### src/rtl/fdivsqrt_prenorm_seq.sv
// fdivsqrt_prenorm_seq
//
// Iterative pre-normalizer for the divide/square-root unit. Raw significands
// (possibly subnormal) are shifted left until their integer bit is set, and the
// number of positions removed is reported as ell (X) and m (Y) for the exponent
// calculation. Start/done handshake; flush aborts to idle.
//
// Build option: define FDIVSQRT_PRENORM_SHIFT4_EN to step up to 4 positions per
// cycle (priority decode of the top nibble). Results are identical either way;
// only latency changes.
//
// Ports:
//   clk, reset        clock, asynchronous active-high reset
//   start, flush      request (ignored while busy), synchronous abort
//   Sqrt              1 = square root; Ym ignored, Y forced to 1.0
//   Xm, Ym            NF+1 bit significands, MSB is the integer bit
//   busy, done        busy in NORM/DONE; done is a one-cycle result-valid pulse
//   XNorm, YNorm      normalized significands
//   ell, m            leading zeros removed from X / Y
//   XZeroOut, YZeroOut operand was zero (Y never zero for sqrt)
module fdivsqrt_prenorm_seq #(
    parameter int unsigned NF      = 52,
    parameter int unsigned DIVBLEN = 7
) (
    input  logic               clk,
    input  logic               reset,
    input  logic               start,
    input  logic               flush,
    input  logic               Sqrt,
    input  logic [NF:0]        Xm,
    input  logic [NF:0]        Ym,
    output logic               busy,
    output logic               done,
    output logic [NF:0]        XNorm,
    output logic [NF:0]        YNorm,
    output logic [DIVBLEN-1:0] ell,
    output logic [DIVBLEN-1:0] m,
    output logic               XZeroOut,
    output logic               YZeroOut
);

    typedef enum logic [1:0] {StIdle, StNorm, StDone} state_e;

    state_e             state_q, state_d;
    logic [NF:0]        x_q, x_d, y_q, y_d;
    logic [DIVBLEN-1:0] ell_q, ell_d, m_q, m_d;
    logic               xz_q, xz_d, yz_q, yz_d;
    logic               sqrt_q, sqrt_d;

    logic               need_x, need_y;
    logic [2:0]         x_step, y_step;

    // Zero operands stay zero under shifting, so the captured flags are enough.
    // For sqrt Y is loaded as 1.0, so its MSB already blocks shifting.
    assign need_x = !x_q[NF] && !xz_q;
    assign need_y = !y_q[NF] && !yz_q && !sqrt_q;

`ifdef FDIVSQRT_PRENORM_SHIFT4_EN
    // Step = leading zeros in the top nibble, capped at 4. Never overshoots the
    // leading one, so the final result matches the 1-bit build.
    always_comb begin
        x_step = 3'd4;
        priority casez (x_q[NF -: 4])
            4'b1???: x_step = 3'd0;
            4'b01??: x_step = 3'd1;
            4'b001?: x_step = 3'd2;
            4'b0001: x_step = 3'd3;
            default: x_step = 3'd4;
        endcase
    end

    always_comb begin
        y_step = 3'd4;
        priority casez (y_q[NF -: 4])
            4'b1???: y_step = 3'd0;
            4'b01??: y_step = 3'd1;
            4'b001?: y_step = 3'd2;
            4'b0001: y_step = 3'd3;
            default: y_step = 3'd4;
        endcase
    end
`else
    assign x_step = 3'd1;
    assign y_step = 3'd1;
`endif

    always_comb begin
        state_d = state_q;
        x_d     = x_q;
        y_d     = y_q;
        ell_d   = ell_q;
        m_d     = m_q;
        xz_d    = xz_q;
        yz_d    = yz_q;
        sqrt_d  = sqrt_q;

        unique case (state_q)
            StIdle: begin
                if (start && !flush) begin
                    state_d = StNorm;
                    x_d     = Xm;
                    y_d     = Sqrt ? {1'b1, {NF{1'b0}}} : Ym;
                    ell_d   = '0;
                    m_d     = '0;
                    xz_d    = (Xm == '0);
                    yz_d    = !Sqrt && (Ym == '0);
                    sqrt_d  = Sqrt;
                end
            end
            StNorm: begin
                if (need_x) begin
                    x_d   = x_q << x_step;
                    ell_d = ell_q + DIVBLEN'(x_step);
                end
                if (need_y) begin
                    y_d = y_q << y_step;
                    m_d = m_q + DIVBLEN'(y_step);
                end
                if (!need_x && !need_y) begin
                    state_d = StDone;
                end
            end
            StDone:  state_d = StIdle;
            default: state_d = StIdle;
        endcase

        // Abort wins over everything, including a start seen in idle.
        if (flush) begin
            state_d = StIdle;
        end
    end

    always_ff @(posedge clk or posedge reset) begin
        if (reset) begin
            state_q <= StIdle;
            x_q     <= '0;
            y_q     <= '0;
            ell_q   <= '0;
            m_q     <= '0;
            xz_q    <= 1'b0;
            yz_q    <= 1'b0;
            sqrt_q  <= 1'b0;
        end else begin
            state_q <= state_d;
            x_q     <= x_d;
            y_q     <= y_d;
            ell_q   <= ell_d;
            m_q     <= m_d;
            xz_q    <= xz_d;
            yz_q    <= yz_d;
            sqrt_q  <= sqrt_d;
        end
    end

    assign busy     = (state_q != StIdle);
    assign done     = (state_q == StDone);
    assign XNorm    = x_q;
    assign YNorm    = y_q;
    assign ell      = ell_q;
    assign m        = m_q;
    assign XZeroOut = xz_q;
    assign YZeroOut = yz_q;

endmodule

### config.mk
export PLATFORM = sky130hd
export DESIGN_NAME = fdivsqrt_prenorm_seq
export DESIGN_NICKNAME = d
export VERILOG_FILES = /design/src/rtl/fdivsqrt_prenorm_seq.sv
export SDC_FILE = /design/constraint.sdc
export NUM_CORES = 1
export LEC_CHECK = 0
export CAP_MARGIN = 10
export CORE_ASPECT_RATIO = 0.8
export CORE_MARGIN = 4
export CORE_UTILIZATION = 30
export DETAILED_ROUTE_END_ITERATION = 8
export SYNTH_ARGS = -nofsm -noshare
export SYNTH_HDL_FRONTEND = slang
export SYNTH_SLANG_ARGS = --single-unit
### constraint.sdc
create_clock -name clk -period 5 [get_ports clk]
set_clock_uncertainty 0.1 [all_clocks]
set_input_delay 1 -clock clk [delete_from_list [all_inputs] [get_ports clk]]
set_output_delay 1 -clock clk [all_outputs]
set_load 0.05 [all_outputs]
=== After elaboration in Yosys (flattened, before gate mapping) ===
Index checks and enable logic that the tools add are counted.

* Bits in registers: 125
* Input port bits: 111
* Output and inout bits: 124
* Logic and storage cells: 57

* $add $sub $neg: 2
* Eq/ne operators: 7
* Mux-type cells: 16
* Reductions and logical operators: 24

{| class="wikitable"
|+ Operators by type and width
! operator !! number
|-
| 53-bit two-way mux || 5
|-
| 53-bit one-hot mux with 2 select lines || 2
|-
| 53-bit logical NOT || 2
|-
| 7-bit one-hot mux with 2 select lines || 2
|-
| 7-bit two-way mux || 3
|-
| 7-bit by 1-bit adder with 7-bit output, second input constant || 2
|-
| 1-bit logical NOT || 9
|-
| 1-bit logical AND || 6
|-
| 2-bit two-way mux || 3
|-
| 2-bit inequality test, second input constant || 3
|-
| 3-bit inequality test, second input constant || 2
|-
| 3-bit AND reduction || 2
|-
| 2-bit one-hot mux with 2 select lines || 1
|-
| 2-bit AND reduction || 2
|-
| 2-bit nonzero test || 2
|-
| 2-bit by 1-bit equality test with 1-bit output, second input constant || 1
|-
| 2-bit equality test, second input constant || 1
|-
| 2-bit logical NOT || 1
|}

=== Logic depth before layout (Yosys ltp) ===
* Depth after elaboration: 8
* Mapped depth: 8
* Depth with buffers taken out: 5

=== Worst setup path after synthesis ===
Ideal clock, no wire load.

* Kind: flip-flop to output port
* Start: reg state_q[1]
* End: out done
* Arrival time: 1.222 ns
* Required time: 3.900 ns
* Path slack: 2.678 ns
* Stages on the path, launching flop included: 3
* Buffers on the path: 1
* Path through: dfrtp_1 > buf_2 > nor2b_1

* Word-level cells in the longest chain between the ends: 1

{| class="wikitable"
|+ RTL lines
! element !! line !! RTL
|-
| start, declared || 44 || <nowiki>state_e state_q, state_d;</nowiki>
|-
| start signal, assigned || 135 || <nowiki>state_q <= StIdle;</nowiki>
|-
| start signal, assigned || 144 || <nowiki>state_q <= state_d;</nowiki>
|-
| 2-bit equality test || 156 || <nowiki>assign done = (state_q == StDone);</nowiki>
|-
| end, declared || 33 || <nowiki>output logic done,</nowiki>
|}

Every way passes these cells.

=== Final worst setup path ===
Ends and elaborated chain as after synthesis.

==> results by group <==
Clock network
  – Number of buffers inserted for hold repair after clock tree synthesis: 0
  – Clock transition time at the flip-flop clock pins of the worst setup and hold paths: 0.06 ns
  – Clock latency at the later pin of the worst-skew pair: just over 0.4 ns
  – Clock tree from TritonCTS: built
  – Longest Clk Path Bufs: 2
  – Root buf cell: clkbuf_16
  – Total clock buffers created by CTS: 17
  – Setup fix buffers added after clock tree synthesis: 0
  – Post-cts resize count: 0
  – Total number of clock tree sinks: 125
  – Level count of the clock H-tree: 4

Synth
  – Adder and majority cell fraction of the synthesized area: less than 1%
  – Nets in the synthesized netlist: slightly above 800
  – Synthesized area per cell: 8.651 µm²
  – Synthesis Warnings: 0
  – Seq cells post-synth: 125
  – Share of the yosys chip area belonging to registers: 50.71%
  – Proportion of netlist area held by the largest area contributor: 50.71%
  – Main combinational cell family by area after synthesis: simple AND/OR/NAND/NOR gates
  – Number of enable-type register cells in the synthesized netlist: 0
  – Share of flip-flops with an asynchronous set or reset: 100.0%
  – Share of synthesized area spent on multiplexers: 0.1826%
  – Compound-gate portion of the synthesized area: ~15%
  – Primary FF master, synth: dfrtp_1
  – Total standard cell area after synthesis: 0.006168 mm²
  – Cells after synthesis: 713
  – Library cell with the largest summed area after synthesis: dfrtp_1
  – Post-synthesis xor/xnor area fraction: 1.136%
  – Post-synthesis share of cell area spent on and, or, nand and nor gates: 27.40%
  – Top cells by area, synth: dfrtp_1 (51%), a21oi_1 (8.4%), nand2_1 (6.9%), nor2_1 (6.9%), nor3b_1 (6.2%)
  – Number of library cell types mapped by synthesis: 43

Route
  – Vias per inst: between 4 and 5
  – Number of remaining DRC errors: 0
  – Drt wl/cell: 17.12 µm
  – Count of antenna-violating nets left after detailed routing: 0
  – Length of the first detailed-routing pass in iterations: 5
  – Total routed wirelength: 20350 µm
  – Number of vias in the routed layout: just under 6000
  – Number of DRC violations after detailed-routing iteration 0: approximately 500

Timing
  – Worst-case headroom to the max-slew limit: around 25%
  – Setup total negative slack: 0 ns
  – Setup repair after global routing missed its margin: no
  – Shortest clock period the worst path allows after layout: 3.118 ns
  – Number of setup violations in the final report: 0
  – Final Hold Vio Count: 0
  – Count of final max-slew check failures: 0
  – Final worst path period share: 62.37%
  – Final critical-path setup slack: 1.882 ns
  – Post-Route Hold Slack: 0.4296 ns
  – Tightest Pin Transition: between 1 and 1.5 ns
  – Achievable clock frequency: ~320 MHz

Final layout
  – Post-route core utilization: 45.96%
  – Share of layout cells above drive strength 1: 5.081%
  – Net count of the finished layout: 1028
  – Non-filler instance count after layout: ~1200
  – Diode count: 0
  – Area growth from synthesis to layout: 49.25%

Floorplan
  – Die outline height: 136.3 µm
  – Die span in x: 168.3 µm
  – Die Area: 0.02293 mm²
  – Initial core utilization: between 30% and 40%
  – Core Rows: 46
  – I/O pin count: 235
  – Floorplan Core Area: 0.02003 mm²

Placement
  – Placed cell count: 1160
  – Worst setup timing slack at the placement stage: 1.742 ns
  – Buffers added on ports: 234
  – DP Wirelength: between 10000 and 15000 µm
  – Final weighted congestion in routability-driven placement: 0.7628

Worst setup path
  – Critical path launch point type: flop
  – Setup crit end kind: output pin
  – Critical Path RT: 3.90 ns
  – Cell-by-cell trace of the critical path: nor2b_1 > clkdlybuf4s50_1
  – Gate family responsible for the most delay along the worst path: buffers and inverters
  – Largest fanout of any net on the critical path: 9
  – Delay contributed by the slowest stage of the critical path: roughly 0.83 ns
  – Arrival time worst endpoint: 2.02 ns
  – Crit Path Class: reg -> out
  – Cell with the largest stage delay on the worst path: clkdlybuf4s50_1
  – Buf+Inv Stages, Crit Path: 1

GRT
  – Largest net degree at the start of global routing: 108
  – Number of global-route vias before repair: 5661
  – Overflow after GRT: 0
  – Aggregate global-route resource usage: 17.56%
  – First-pass GRT wire length: approximately 32000 µm
  – Initial antenna violation count: 0

Power and ir drop
  – Max IR drop VDD: about 0.31 mV
  – P_leak: 3.608 nW
  – Power density over the cells: approximately 550 mW/mm²

Job
  – Number of max-capacitance violations reported: 0

Outcome
  – Result of the run: complete, no violations

Worst hold path
  – Kind of path behind the tightest hold check: reg -> reg
## cell type report
type                       count  area, µm²
clock buffer                  22      484.2
clock inverter                 7      65.06
sequential                   125       3128
multi-input combinational    527       2774
tap                          264      330.3
fill                        1963      10820
timing repair buffer         240       2407
inverter                       4      17.52
## power breakdown
| group | internal (W) | switching [W] |
|---|---|---|
| clock | 0.000724 | 0.000435 |
| combinational | 0.000781 | 0.00156 |
| sequential | 0.00131 | 0.000266 |
## worst paths after layout
check	endpoint	depth (start not counted)	start	slack, ns
max reg2reg	state_q[0]	5	state_q[0]	2.35
max in group asynchronous	ell[5]	3	reset	2.90
min	XNorm[0]	1	XNorm[0]	0.43
max	done	2	state_q[1]	1.88
min reg2reg	XNorm[0]	1	XNorm[0]	0.43
min in group asynchronous	XNorm[46]	2	reset	1.09
## Yosys cell counts (all sizes together) (3+ instances only)
| cell | number |
|---|---|
| dfrtp | 125 |
| buf | 35 |
| nor2b | 3 |
| xnor2 | 4 |
| a31oi | 51 |
| nor4 | 28 |
| o21ai | 6 |
| nor3b | 51 |
| nor3 | 4 |
| inv | 4 |
| nand4 | 8 |
| nand3 | 7 |
| a21oi | 105 |
| nor2 | 114 |
| clkbuf | 22 |
| xor2 | 4 |
| nand2 | 114 |
## flip-flops by register name, summed over array words and instances, names as in the netlist
register / cells
XZeroOut: 1
YNorm: 53
YZeroOut: 1
state_q: 2
sqrt_q: 1
XNorm: 53
m: 7
ell: 7
## kinds of logic after synthesis
logic type      count (synthesis)
simple gates                  345
compound gates                171
flops                         125
buf+inv                        61
xor+xnor                        8
fa+ha+maj                       2
mux                             1
## worst reg2reg max path: cells and delay by family (launching register included)
kind / cells / cell delay, ns
buf+inv: 1 / 0.71
flops: 1 / 0.53
simple gates: 3 / 1.13
compound gates: 1 / 0.12
## routing by layer
layer,vias to the layer above,wire (µm),global-route usage [%]
met2,167,8893,25.98
met3,12,1115,4.767
met4,0,170,3.335
met5,-,0,0
met1,2788,10170,25.93
li1,2907,-,-
## cell usage in the layout (no fill, tap or decap), types with 3 or more instances in the layout
master             n
clkdlybuf4s50_1  233
dfrtp_1          125
nor2_1           114
nand2_1          114
a21oi_1          104
a31oi_1           51
nor3b_1           51
nor4_1            28
clkbuf_16         17
nand4_1            8
nand3_1            7
o21ai_0            6
xor2_1             4
nor3_1             4
xnor2_1            4
clkinv_2           4
clkbuf_8           4
buf_4              4
inv_1              3
## stage by stage
stage | total power [W] | instance area, µm²
6_report | 0.005077 | 9206
5_1_grt | 0.005331 | 9206
4_1_cts | 0.005131 | 9206
3_3_place_gp | 0.003928 | 8657
3_5_place_dp | 0.003947 | 8657
2_1_floorplan | 0.003060 | 6168
(Power assumes the default switching activity.)
